`config.mk`:
```
export PLATFORM = sky130hd
export DESIGN_NAME = bnn_conv_xnor_pe_flat
export DESIGN_NICKNAME = d
export VERILOG_FILES = /design/src/rtl/bnn_pkg.sv /design/src/rtl/bnn_conv_xnor_pe_if.sv /design/src/rtl/bnn_xnor_popcnt.sv /design/src/rtl/bnn_conv_xnor_pe.sv /design/src/flat_wrapper.sv
export SDC_FILE = /design/constraint.sdc
export NUM_CORES = 1
export LEC_CHECK = 0
export CAP_MARGIN = 20
export CORE_ASPECT_RATIO = 1.4
export CORE_MARGIN = 3
export CORE_UTILIZATION = 31
export CTS_CLUSTER_DIAMETER = 50
export CTS_CLUSTER_SIZE = 40
export DETAILED_ROUTE_END_ITERATION = 10
export PLACE_DENSITY = 0.6
export SLEW_MARGIN = 20
export SYNTH_ARGS = -nofsm -noshare
export SYNTH_HDL_FRONTEND = slang
export SYNTH_SLANG_ARGS = --single-unit
```
`constraint.sdc`:
```
create_clock -name clk -period 4.67 [get_ports clk]
set_input_delay 1.1675 -clock clk [delete_from_list [all_inputs] [get_ports clk]]
set_output_delay 1.1675 -clock clk [all_outputs]
set_load 0.03 [all_outputs]
```
`src/rtl/bnn_pkg.sv`:
```
// Shared types and constant helpers for the binary convolution datapath.
// Pure declarations: no latency, no backpressure.
package bnn_pkg;

   typedef enum logic [1:0] {IDLE, CALC, HOLD} state_t;

   function automatic int clog2(input int v);
      int r;
      r = 0;
      for (int i = 0; i < 31; i++)
         if ((1 << i) < v) r = i + 1;
      return r;
   endfunction

   // Majority threshold: a filter fires when at least half the bits agree.
   function automatic int default_th(input int n);
      return (n + 1) / 2;
   endfunction

endpackage

```
`src/rtl/bnn_conv_xnor_pe_if.sv`:
```
// Window/feature valid-ready channel plus weight/threshold write port of the XNOR conv engine.
// Wiring only: latency and backpressure are defined by the engine on the slave side.
interface bnn_conv_xnor_pe_if #(
   parameter int N      = 9,
   parameter int OUT_CH = 8,
   parameter int AW     = 4,
   parameter int PCW    = 4
);
   logic              valid_in;
   logic              in_ready;
   logic [N-1:0]      window;
   logic              valid_out;
   logic              ready_out;
   logic [OUT_CH-1:0] feat_out;
   logic              w_wr_en;
   logic [AW-1:0]     w_wr_addr;
   logic [N-1:0]      w_wr_data;
   logic [PCW-1:0]    th_wr_data;
   logic              w_wr_err;

   modport master (
      output valid_in, window, ready_out, w_wr_en, w_wr_addr, w_wr_data, th_wr_data,
      input  in_ready, valid_out, feat_out, w_wr_err
   );

   modport slave (
      input  valid_in, window, ready_out, w_wr_en, w_wr_addr, w_wr_data, th_wr_data,
      output in_ready, valid_out, feat_out, w_wr_err
   );
endinterface

```
`src/rtl/bnn_xnor_popcnt.sv`:
```
// One filter lane: XNOR window against weights, popcount, compare with threshold.
// Combinational (0 cycles), no flow control.
module bnn_xnor_popcnt #(
   parameter int N   = 9,
   parameter int PCW = 4
) (
   input  logic [N-1:0]   window,
   input  logic [N-1:0]   weight,
   input  logic [PCW-1:0] th,
   output logic           hit
);
   logic [N-1:0]   match;
   logic [PCW-1:0] cnt;

   always_comb begin
      match = ~(window ^ weight);
      cnt   = '0;
      for (int i = 0; i < N; i++)
         cnt = cnt + PCW'(match[i]);
      hit = (cnt >= th);
   end
endmodule

```
`src/rtl/bnn_conv_xnor_pe.sv`:
```
// Binary conv engine: OUT_CH XNOR-popcount filters, LANES per cycle, valid_out NPASS cycles after capture.
// Result held on valid_out until ready_out; in_ready low while computing; weight writes only accepted when idle.
module bnn_conv_xnor_pe
   import bnn_pkg::*;
#(
   parameter int KSIZE  = 3,
   parameter int IN_CH  = 1,
   parameter int OUT_CH = 8,
   parameter int LANES  = 2
) (
   input logic              clk,
   input logic              rst_n,
   bnn_conv_xnor_pe_if.slave bus
);
   localparam int N     = KSIZE * KSIZE * IN_CH;
   localparam int NPASS = OUT_CH / LANES;
   localparam int PCW   = clog2(N + 1);
   localparam int FW    = (OUT_CH > 1) ? clog2(OUT_CH) : 1;
   localparam int PW    = (NPASS > 1) ? clog2(NPASS) : 1;
   // One spare address code so out-of-range filter indices can be seen and rejected.
   localparam int AW    = clog2(OUT_CH + 1);
   localparam logic [PCW-1:0] TH_DEF = PCW'(default_th(N));

   state_t            state, state_nxt;
   logic [PW-1:0]     pass_cnt;
   logic [N-1:0]      win_q;
   logic [OUT_CH-1:0] result;
   logic [N-1:0]      w_mem  [OUT_CH];
   logic [PCW-1:0]    th_mem [OUT_CH];
   logic [FW-1:0]     lane_idx [LANES];
   logic [LANES-1:0]  lane_hit;
   logic              in_rdy;
   logic              capture;
   logic              last_pass;
   logic              wr_ok;

   assign last_pass = (pass_cnt == PW'(NPASS - 1));
   assign capture   = bus.valid_in && in_rdy;
   assign wr_ok     = bus.w_wr_en && (state == IDLE) && (bus.w_wr_addr < AW'(OUT_CH));
   assign bus.in_ready = in_rdy;

   always_ff @(posedge clk or negedge rst_n) begin
      if (!rst_n) state <= IDLE;
      else        state <= state_nxt;
   end

   always_comb begin
      state_nxt = state;
      case (state)
         IDLE:    if (bus.valid_in) state_nxt = CALC;
         CALC:    if (last_pass) state_nxt = HOLD;
         HOLD:    if (bus.ready_out) state_nxt = bus.valid_in ? CALC : IDLE;
         default: state_nxt = IDLE;
      endcase
   end

   // Result bits only reach feat_out in HOLD so partial passes never leak.
   always_comb begin
      in_rdy        = 1'b0;
      bus.valid_out = 1'b0;
      bus.feat_out  = '0;
      case (state)
         IDLE: in_rdy = 1'b1;
         HOLD: begin
            in_rdy        = bus.ready_out;
            bus.valid_out = 1'b1;
            bus.feat_out  = result;
         end
         default: ;
      endcase
   end

   for (genvar l = 0; l < LANES; l++) begin : g_lane
      assign lane_idx[l] = FW'(pass_cnt) * FW'(LANES) + FW'(l);
      bnn_xnor_popcnt #(.N(N), .PCW(PCW)) u_lane (
         .window (win_q),
         .weight (w_mem[lane_idx[l]]),
         .th     (th_mem[lane_idx[l]]),
         .hit    (lane_hit[l])
      );
   end

   always_ff @(posedge clk or negedge rst_n) begin
      if (!rst_n) begin
         win_q    <= '0;
         result   <= '0;
         pass_cnt <= '0;
      end else begin
         if (capture) win_q <= bus.window;
         if (state == CALC) begin
            for (int l = 0; l < LANES; l++)
               result[lane_idx[l]] <= lane_hit[l];
            pass_cnt <= last_pass ? '0 : pass_cnt + PW'(1);
         end
      end
   end

   always_ff @(posedge clk or negedge rst_n) begin
      if (!rst_n) begin
         for (int c = 0; c < OUT_CH; c++) begin
            w_mem[c]  <= '0;
            th_mem[c] <= TH_DEF;
         end
         bus.w_wr_err <= 1'b0;
      end else begin
         if (wr_ok) begin
            w_mem[bus.w_wr_addr[FW-1:0]]  <= bus.w_wr_data;
            th_mem[bus.w_wr_addr[FW-1:0]] <= bus.th_wr_data;
         end
         bus.w_wr_err <= bus.w_wr_en && !wr_ok;
      end
   end
endmodule

```
`src/flat_wrapper.sv`:
```
// flat-port wrapper written by rule: the top's interface ports become plain ports
module bnn_conv_xnor_pe_flat import bnn_pkg::*;
#(
   parameter int KSIZE  = 3,
   parameter int IN_CH  = 1,
   parameter int OUT_CH = 8,
   parameter int LANES  = 2
)
  (clk, rst_n, bus_valid_in, bus_window, bus_ready_out, bus_w_wr_en, bus_w_wr_addr, bus_w_wr_data, bus_th_wr_data, bus_in_ready, bus_valid_out, bus_feat_out, bus_w_wr_err);
  bnn_conv_xnor_pe_if #(.N(9), .OUT_CH(OUT_CH), .AW(4), .PCW(4)) bus_i ();
  input logic clk;
  input logic rst_n;
  input wire logic [$bits(bus_i.valid_in)-1:0] bus_valid_in;
  input wire logic [$bits(bus_i.window)-1:0] bus_window;
  input wire logic [$bits(bus_i.ready_out)-1:0] bus_ready_out;
  input wire logic [$bits(bus_i.w_wr_en)-1:0] bus_w_wr_en;
  input wire logic [$bits(bus_i.w_wr_addr)-1:0] bus_w_wr_addr;
  input wire logic [$bits(bus_i.w_wr_data)-1:0] bus_w_wr_data;
  input wire logic [$bits(bus_i.th_wr_data)-1:0] bus_th_wr_data;
  output wire logic [$bits(bus_i.in_ready)-1:0] bus_in_ready;
  output wire logic [$bits(bus_i.valid_out)-1:0] bus_valid_out;
  output wire logic [$bits(bus_i.feat_out)-1:0] bus_feat_out;
  output wire logic [$bits(bus_i.w_wr_err)-1:0] bus_w_wr_err;
  assign bus_i.valid_in = bus_valid_in;
  assign bus_i.window = bus_window;
  assign bus_i.ready_out = bus_ready_out;
  assign bus_i.w_wr_en = bus_w_wr_en;
  assign bus_i.w_wr_addr = bus_w_wr_addr;
  assign bus_i.w_wr_data = bus_w_wr_data;
  assign bus_i.th_wr_data = bus_th_wr_data;
  assign bus_in_ready = bus_i.in_ready;
  assign bus_valid_out = bus_i.valid_out;
  assign bus_feat_out = bus_i.feat_out;
  assign bus_w_wr_err = bus_i.w_wr_err;
  bnn_conv_xnor_pe #(.KSIZE(KSIZE), .IN_CH(IN_CH), .OUT_CH(OUT_CH), .LANES(LANES)) u_core (.clk(clk), .rst_n(rst_n), .bus(bus_i));
endmodule
```
* Word-level counts from Yosys, hierarchy flattened *
Index checks and enable logic that the tools add are counted.

word-level totals
  register bits after elaboration = 126
  bits of input ports = 31
  output and inout bits = 11
  logic and storage cells = 106

cells by class
  add/subtract/negate cells = 18
  multiplexer cells = 33
  bitwise gates (word level) = 7
  reductions and logical operators = 10
  eq/ne operators = 6
  order comparisons = 11

operators by type and width
  cell                  number
  $bwmux W72            1
  $bmux W9 S3           2
  $mux W9               5
  $add A4 B1 Y4         10
  $bwmux W32            1
  $demux W9 S3          1
  $bmux W4 S3           2
  $mux W4               5
  $not A9 Y9            2
  $xor A9 B9 Y9         2
  $bwmux W8             2
  $demux W4 S3          1
  $ge A4 B4 Y1 const B  3
  $not A3 Y4            3
  $add A3 B1 Y4         2
  $ge A4 B4 Y1          2
  $lt A3 B4 Y1 const B  2
  $mux W2               4
  $mux W8               1
  $logic_and A1 B1 Y1   7
  $add A2 B1 Y3         2
  $ge A3 B1 Y1 const B  2
  $pmux W2 S3           1
  $add A1 B1 Y2         2
  15 further kinds      20

* Longest topological paths before layout *
Gate-level depths: netlist (run 1).

  word-level depth = 17
  mapped depth = 17
  depth with buffers taken out = 15

* Cells and area by module *
Synthesis (run 1) repeated with hierarchy kept, for this count alone.

second synthesis, totals
  cell total of the unflattened synthesis = 416
  area total of the unflattened synthesis = 6319.8 sq um

modules (own cells, without submodules)
  module            times used  area each (sq um)  seq. area each (sq um)  cells an instance
  bnn_conv_xnor_pe  1           5621.6             3173.0                  340
  bnn_xnor_popcnt   2           349.1              0.0                     38

* Least setup slack after synthesis (run 1) *
OpenSTA, ideal clock, no wires.

  path kind = flip-flop to flip-flop
  start = reg u_core.pass_cnt[0]
  end = reg u_core.result[6]
  period minus slack after synthesis = 5142 ps
  buffers on the path = 2
  stages on the path, launching flop included = 18
  setup slack = -472 ps
  data arrival time = 5017 ps
  cells stage by stage = dfrtp_1 buf_2 buf_2 mux4_2 xnor2_1 fa_1 inv_1 fa_1 inv_1 fa_1 fa_1 inv_1 fa_1 inv_1 ha_1 o211ai_1 o21ai_0 mux2_2

between the ends
  longest elaborated chain between the ends = 17
  elaborated cells between the ends (all ways) = 49

RTL lines
  element                                                          RTL line                                                                RTL
  from (decl)                                                      bnn_conv_xnor_pe.sv:25                                                  logic [PW-1:0] pass_cnt;
  from (signal assigned)                                           bnn_conv_xnor_pe.sv:93                                                  pass_cnt <= last_pass ? '0 : pass_cnt + PW'(1);
  $add A3 B1 Y3 or $not A3 Y4 (tied branches)                      bnn_conv_xnor_pe.sv:74, bnn_conv_xnor_pe.sv:77, bnn_conv_xnor_pe.sv:78
  $not A3 Y4 (not written as such) or $bmux W9 S3 (tied branches)  bnn_conv_xnor_pe.sv:77, bnn_conv_xnor_pe.sv:78
  $bmux W9 S3 or $mux W9 (tied branches)                           bnn_conv_xnor_pe.sv:77                                                  .weight (w_mem[lane_idx[l]]),
  $mux W9 (not written as such)                                    bnn_conv_xnor_pe.sv:77
  $mux W9 (not written as such) or $xor A9 B9 Y9 (tied branches)   bnn_conv_xnor_pe.sv:77, bnn_xnor_popcnt.sv:16
  $xor A9 B9 Y9 or $not A9 Y9 (tied branches)                      bnn_xnor_popcnt.sv:16                                                   match = ~(window ^ weight);
  $not A9 Y9 or $add A1 B1 Y2 (tied branches)                      bnn_xnor_popcnt.sv:16, bnn_xnor_popcnt.sv:19
  $add A1 B1 Y2 or $add A2 B1 Y3 (tied branches)                   bnn_xnor_popcnt.sv:19                                                   cnt = cnt + PCW'(match[i]);
  $add A2 B1 Y3 or $add A3 B1 Y4 (tied branches)                   bnn_xnor_popcnt.sv:19
  $add A3 B1 Y4 or $add A4 B1 Y4 (tied branches)                   bnn_xnor_popcnt.sv:19
  $add A4 B1 Y4 (4 in series)                                      bnn_xnor_popcnt.sv:19
  $add A4 B1 Y4 or $ge A4 B4 Y1 (tied branches)                    bnn_xnor_popcnt.sv:19, bnn_xnor_popcnt.sv:20
  $ge A4 B4 Y1 or $bwmux W8 (tied branches)                        bnn_xnor_popcnt.sv:20, bnn_conv_xnor_pe.sv:92
  $bwmux W8 *                                                      bnn_conv_xnor_pe.sv:92                                                  result[lane_idx[l]] <= lane_hit[l];
  to (signal, indexed assignment)                                  bnn_conv_xnor_pe.sv:92
  to (decl)                                                        bnn_conv_xnor_pe.sv:27                                                  logic [OUT_CH-1:0] result;

Every way passes the cells marked *; elsewhere a longest branch is shown, timed or not. The select of a mux whose other input is x is not followed.
A chain may end at the register's enable or synchronous reset.

* Final worst setup path (run 1) *
  start = reg u_core.pass_cnt[0]
  end = reg u_core.result[1]

Same word-level chain as after synthesis.

==> flow_metrics.tcl, run 1 <==
set metrics [dict create \
    antennaDiodeCount 0 \
    slew_violations 0 \
    dpl.cell_count 697 \
    drt-total-wl_um 13400 \
    drv_cap 0 \
    dp.final_hpwl_um 9390 \
    drive_gt1_share_pct 46.9 \
    fin_crit_sh_pct 99.0 \
    io_buffers 41 \
    wl_met3_um 317 \
    clock-root-buffer "clkbuf_16" \
    synth_nets 471 \
    drtIter0Drc 113 \
    ant_nets 0 \
    dr_wl_met2_um 7260 \
    clkSinkCount 126 \
    antenna_found_initial 0 \
    core_mm2 0.0195 \
    setup.worst_path.class "flip-flop to flip-flop" \
    ys_types 36 \
    ys_seq_area_share_pct 50.6 \
    cp_num_buf_inv 5 \
    fp.dieW_um 126 \
    final_cells 732 \
    finClkSkew_ns 0.00634 \
    hp-class "flip-flop to flip-flop" \
    worst_path_largest_cell_delay_ns 0.54 \
    dr.max_layer_used "met4" \
    tritoncts "built" \
    avgSynthCellArea_um2 15.1 \
    timing.setup.tns_ns 0 \
    drc 0 \
    synth-seq-cells 126 \
    die_height_um 174 \
    worst_pin_slew_ns 0.803 \
    r2r_slack_ns 0.04 \
    rsz0062_at_grt "yes" \
    setup_viol 0 \
    fin_crit_ns 4.63 \
    register_area_mm2 0.00317 \
    cts_buffer_depth 2 \
    clkSlewWorstSetupHoldPaths_ns 0.05 \
    avgRoutedWirePerCell_um 18.4 \
    overflow 0 \
    std_cell_rows 60 \
    vias_per_cell 4.77 \
    syn2layout_area_growth_pct 22.9 \
    startpoint_type "flip-flop" \
    cp_slowest_cell "fa_1" \
    gp_congestion 0.771 \
    syn_area_mm2 0.00627 \
    required_ns 4.96 \
    fill_cells 1777 \
    finalHoldViolCount 0 \
    ys_warn_count 0 \
    crit_family "adder cells" \
    multi_input_area_mm2 0.00294 \
    grt_pass1_vias 3948 \
    htreeDepth 4 \
    clk_latency_ns 0.41 \
    synth_top_area_share_pct 43.9 \
    synthCells 414 \
    met1Wirelength_um 5540 \
    path_cells "buf_12 > mux4_2 > xnor2_1 > fa_1 > inv_1 > fa_1 > inv_1 > fa_1 > fa_2 > inv_1 > fa_1 > inv_1 > ha_1 > o211ai_1 > o21ai_2 > mux2_2" \
    cts_buffers 17 \
    grt_pass1_wl_um 22000 \
    ios 42 \
    nets 528 \
    worstPathArrival_ns 4.91 \
    end_kind "flip-flop" \
    start_util_pct 32.1 \
    yosysTopAreaCell "dfrtp_1" \
    die_area_mm2 0.0220 \
    outcome "finished clean" \
    drt_pass1_iterations 4 \
    netlist_top_cells_area "dfrtp_1 44%, mux2_2 20%, mux4_2 9.3%" \
    cp_max_fo 6 \
    slew_headroom_pct 46.5 \
    routed-via-count 3491 \
    grt_usage_pct 13.0 \
    fmax_ghz 0.216 \
    grt_max_degree 97 \
    ctsHoldBuffers 0 \
]
## flip-flops by register name (all words and copies together) (netlist names)
name	flops
u_core.pass_cnt	2
u_core.result	8
u_core.bus.w_wr_err	1
u_core.win_q	9
u_core.state	2
u_core.th_mem	32
u_core.w_mem	72
## cell usage in the layout (no fill, tap or decap), types with 11 or more instances in the layout
cell type / Yosys / final
clkbuf_16: 0 / 17
buf_4: 0 / 16
mux2_4: 10 / 11
xnor2_1: 16 / 13
mux4_2: 26 / 26
dfrtp_1: 110 / 109
clkdlybuf4s50_1: 0 / 40
dfstp_2: 16 / 16
ha_1: 16 / 16
mux2_2: 111 / 110
inv_1: 24 / 23
## logic make-up after synthesis
group | after synthesis | synth area share (%)
multiplexers | 147 | 31.7
flip-flops | 126 | 50.6
buffers and inverters | 44 | 3.27
AND/OR/NAND/NOR | 38 | 3.97
adder cells (fa/ha/maj) | 26 | 6.39
XOR/XNOR | 20 | 2.80
AO/OA/AOI/OAI | 13 | 1.24
## routing by layer
metal | global-route usage (%) | vias up
met5 | 0 | -
met4 | 5.05 | 0
met3 | 2.83 | 18
met2 | 23.2 | 52
met1 | 15.1 | 1826
li1 | - | 1595
## Yosys cell counts
| master | instances |
|---|---|
| nor3b_1 | 3 |
| xor2_1 | 4 |
| or3_1 | 1 |
| xnor2_1 | 16 |
| o21ai_0 | 5 |
| dfrtp_1 | 110 |
| buf_12 | 1 |
| nand3_1 | 2 |
| nor2b_1 | 4 |
| o31a_2 | 1 |
| and2b_2 | 1 |
| buf_6 | 2 |
| a21oi_1 | 4 |
| o21bai_1 | 1 |
| inv_1 | 24 |
| or4b_1 | 1 |
| dfstp_2 | 16 |
| mux4_2 | 26 |
| and4b_1 | 2 |
| mux2_4 | 10 |
| fa_1 | 10 |
| mux2_2 | 111 |
| nor2_1 | 3 |
| nor3_1 | 1 |
| ha_1 | 16 |
| nand2_1 | 6 |
| buf_1 | 3 |
| or2b_1 | 1 |
| buf_2 | 7 |
| nand3b_1 | 1 |
| clkbuf_1 | 7 |
| nand2b_1 | 1 |
| nor4b_1 | 1 |
| or4b_4 | 2 |
| o211ai_1 | 2 |
| and2_1 | 8 |
## timing repair
action | 4_1_cts | 5_1_grt
gates resized for setup | 0 | 2
cloned | 0 | 0
endpoints found under the setup margin | 8 | 8
endpoints found under the hold margin | 0 | 0
pin swaps | 0 | 2
buffers inserted | 3 | 0
## worst register-to-register path: stages (launching register included)
cell      delay, ns
dfrtp_2        0.39
buf_12         0.13
mux4_2         0.50
xnor2_1        0.16
fa_1           0.54
inv_1          0.05
fa_1           0.52
inv_1          0.04
fa_1           0.47
fa_2           0.35
inv_1          0.07
fa_1           0.40
inv_1          0.07
ha_1           0.22
o211ai_1       0.22
o21ai_2        0.10
mux2_2         0.27
## layout make-up
cell class / count / area share (%)
Sequential cell: 126 / 41.2
Clock buffer: 23 / 6.47
Clock inverter: 9 / 1.71
Inverter: 24 / 1.17
Multi-Input combinational cell: 244 / 38.1
Timing Repair Buffer: 58 / 7.28
Tap cell: 248 / 4.03
## final timing paths
kind	from	depth (start not counted)	to
min in group asynchronous	rst_n	1	u_core.w_mem[61]$_DFFE_PN0P_
worst max-delay path	u_core.pass_cnt[0]$_DFFE_PN0P_	16	u_core.result[1]$_DFFE_PN0P_
worst min register to register	u_core.result[3]$_DFFE_PN0P_	1	u_core.result[3]$_DFFE_PN0P_
worst min-delay path	u_core.result[3]$_DFFE_PN0P_	1	u_core.result[3]$_DFFE_PN0P_
worst max register to register	u_core.pass_cnt[0]$_DFFE_PN0P_	16	u_core.result[1]$_DFFE_PN0P_
max in group asynchronous	rst_n	2	u_core.pass_cnt[0]$_DFFE_PN0P_
## stage by stage
step                      worst slack, ns  area, um2  hold slack [ns]  utilization [%]
final                              0.0445       7700            0.496             39.5
after floorplan                   0.00963       6320            0.470                -
after CTS                          0.0443       7690            0.504             39.4
after detailed placement          -0.0338       7030            0.491             36.0
after global routing               -0.130       7700            0.515             39.5
after global placement             0.0461       7030            0.482             36.0
Power of run 1 is left out: the tool's default activity adds up to more than one toggle a clock period on the data nets, which glitch-free logic cannot reach.
==> run 2: changes to the inputs <==
- PLACE_DENSITY: 0.6 -> 0.58
- clock period: 4.67 -> 5.5 ns (I/O delays scaled with it)
==> run 2 against run 1 <==
Against the previous run:
- sequential share of layout area grew 0.63 points
- final area shrank 1.5%
- register-to-register slack gained 0.61 ns
- worst setup slack gained 0.61 ns
- clock skew grew 0.00053 ns
- first-iteration DRC count shrank 35%
- die area is the same
- critical path depth shrank 1
- critical path type unchanged
- critical endpoint is now u_core.result[2]$_DFFE_PN0P_
==> flow_metrics.tcl, run 2 (same netlist as run 1, synthesis figures left out) <==
set metrics [dict create \
    fill_cells 1827 \
    min_from "u_core.w_mem[31]$_DFFE_PN0P_" \
    fp.dieW_um 126 \
    drt-total-wl_um 13900 \
    timing.setup.tns_ns 0 \
    start_util_pct 32.1 \
    final_cell_mix "111 x mux2_2, 109 x dfrtp_1, 40 x clkdlybuf4s50_1" \
    finClkSkew_ns 0.00687 \
    r2r_slack_ns 0.65 \
    ios 42 \
    core_mm2 0.0195 \
    syn2layout_area_growth_pct 21.1 \
    die_height_um 174 \
    fin_crit_ns 4.85 \
    clock-root-buffer "clkbuf_16" \
    drt_pass1_iterations 4 \
    fmax_ghz 0.206 \
    tritoncts "built" \
    finalHoldViolCount 0 \
    die_area_mm2 0.0220 \
    end_kind "flip-flop" \
    clkSinkCount 126 \
    drv_cap 0 \
    required_ns 5.79 \
    cts_setup_buffers 0 \
    dpl.cell_count 688 \
    setup.worst_path.class "flip-flop to flip-flop" \
    clk_latency_ns 0.40 \
    r2r-start "u_core.pass_cnt[0]$_DFFE_PN0P_" \
    antenna_found_initial 0 \
    grt_pass1_wl_um 22400 \
    setup_viol 0 \
    grt_max_degree 54 \
    avgRoutedWirePerCell_um 19.3 \
    use_met3_pct 2.67 \
    cts_buffers 17 \
    routed-via-count 3482 \
    largestRegisters "u_core.w_mem x72, u_core.th_mem x32, u_core.win_q x9" \
    gp_congestion 0.807 \
    ant_nets 0 \
    whs_endpoint "u_core.w_mem[31]$_DFFE_PN0P_" \
    vias_per_cell 4.84 \
    hp-class "flip-flop to flip-flop" \
    slew_violations 0 \
    ctsHoldBuffers 0 \
    overflow 0 \
    drtIter0Drc 74 \
    reg2reg_depth 15 \
    grt_busiest_layer "met2" \
    nets 516 \
    drive_gt1_share_pct 43.6 \
    startpoint_type "flip-flop" \
    antennaDiodeCount 0 \
    cts_buffer_depth 2 \
    slew_headroom_pct 29.3 \
    dp.final_hpwl_um 9710 \
    final_cells 720 \
    timing.rr.end "u_core.result[2]$_DFFE_PN0P_" \
    worst_pin_slew_ns 1.06 \
    holdPathStages 1 \
    final_common_cell "mux2_2" \
    use_met2_pct 23.4 \
    outcome "finished clean" \
    grt_usage_pct 13.4 \
    std_cell_rows 60 \
    clkSlewWorstSetupHoldPaths_ns 0.06 \
    rsz0062_at_grt "no" \
    cts-resized-gates 0 \
    regMostFlops "u_core.w_mem" \
    cp_max_fo 7 \
    htreeDepth 4 \
    fin_crit_sh_pct 88.2 \
    grt_pass1_vias 3974 \
    use_met1_pct 15.6 \
    io_buffers 41 \
    worstPathArrival_ns 5.14 \
    drc 0 \
    largest_reg_flops 72 \
]
==> run 2: critical path, cell delays in order (launching register included) <==
cell and delay (ns):
dfrtp_2 0.49, mux4_2 0.55, xnor2_1 0.17, fa_1 0.54, inv_1 0.05, fa_1 0.53
inv_1 0.06, fa_1 0.50, fa_1 0.45, inv_1 0.08, fa_1 0.40, inv_1 0.07
ha_1 0.22, o211ai_1 0.15, o21ai_0 0.17, mux2_2 0.30
==> run 2: how the worst max path moves through the flow <==
stage	start	end	slack (ns)	cells after the start
after detailed placement	u_core.pass_cnt[0]$_DFFE_PN0P_	u_core.result[2]$_DFFE_PN0P_	0.64	15
after CTS	u_core.pass_cnt[0]$_DFFE_PN0P_	u_core.result[2]$_DFFE_PN0P_	0.63	15
final	u_core.pass_cnt[0]$_DFFE_PN0P_	u_core.result[2]$_DFFE_PN0P_	0.65	15
after global placement	u_core.pass_cnt[0]$_DFFE_PN0P_	u_core.result[1]$_DFFE_PN0P_	0.73	15
after floorplan	u_core.pass_cnt[0]$_DFFE_PN0P_	u_core.result[6]$_DFFE_PN0P_	0.36	17
after global routing	u_core.pass_cnt[0]$_DFFE_PN0P_	u_core.result[0]$_DFFE_PN0P_	0.39	15
==> run 2: metrics by stage <==
stage               utilization, %  hold slack (ns)  cell area, um2  worst slack [ns]
global route                  38.9            0.507            7590             0.386
global placement              35.5            0.483            6930             0.734
detailed placement            35.5            0.488            6930             0.643
CTS                           38.9            0.501            7590             0.629
finish                        38.9            0.500            7590             0.650
floorplan                        -            0.470            6270             0.358
==> run 2: metal layers <==
metal  wire length, um  vias to the layer above
li1                  -                     1569
met1              5620                     1827
met4               508                        0
met5                 0                        -
met3               371                       24
met2              7400                       62
==> run 2: area by class of cell <==
cell class	count	area, um2	share of cell area [%]
sequential	126	3170	41.8
tap	248	310	4.09
inverter	24	90.1	1.19
clock buffer	23	478	6.30
clock inverter	9	181	2.39
timing repair buffer	46	445	5.87
multi-input combinational	244	2910	38.3
Power of run 2 is left out for the same reason.
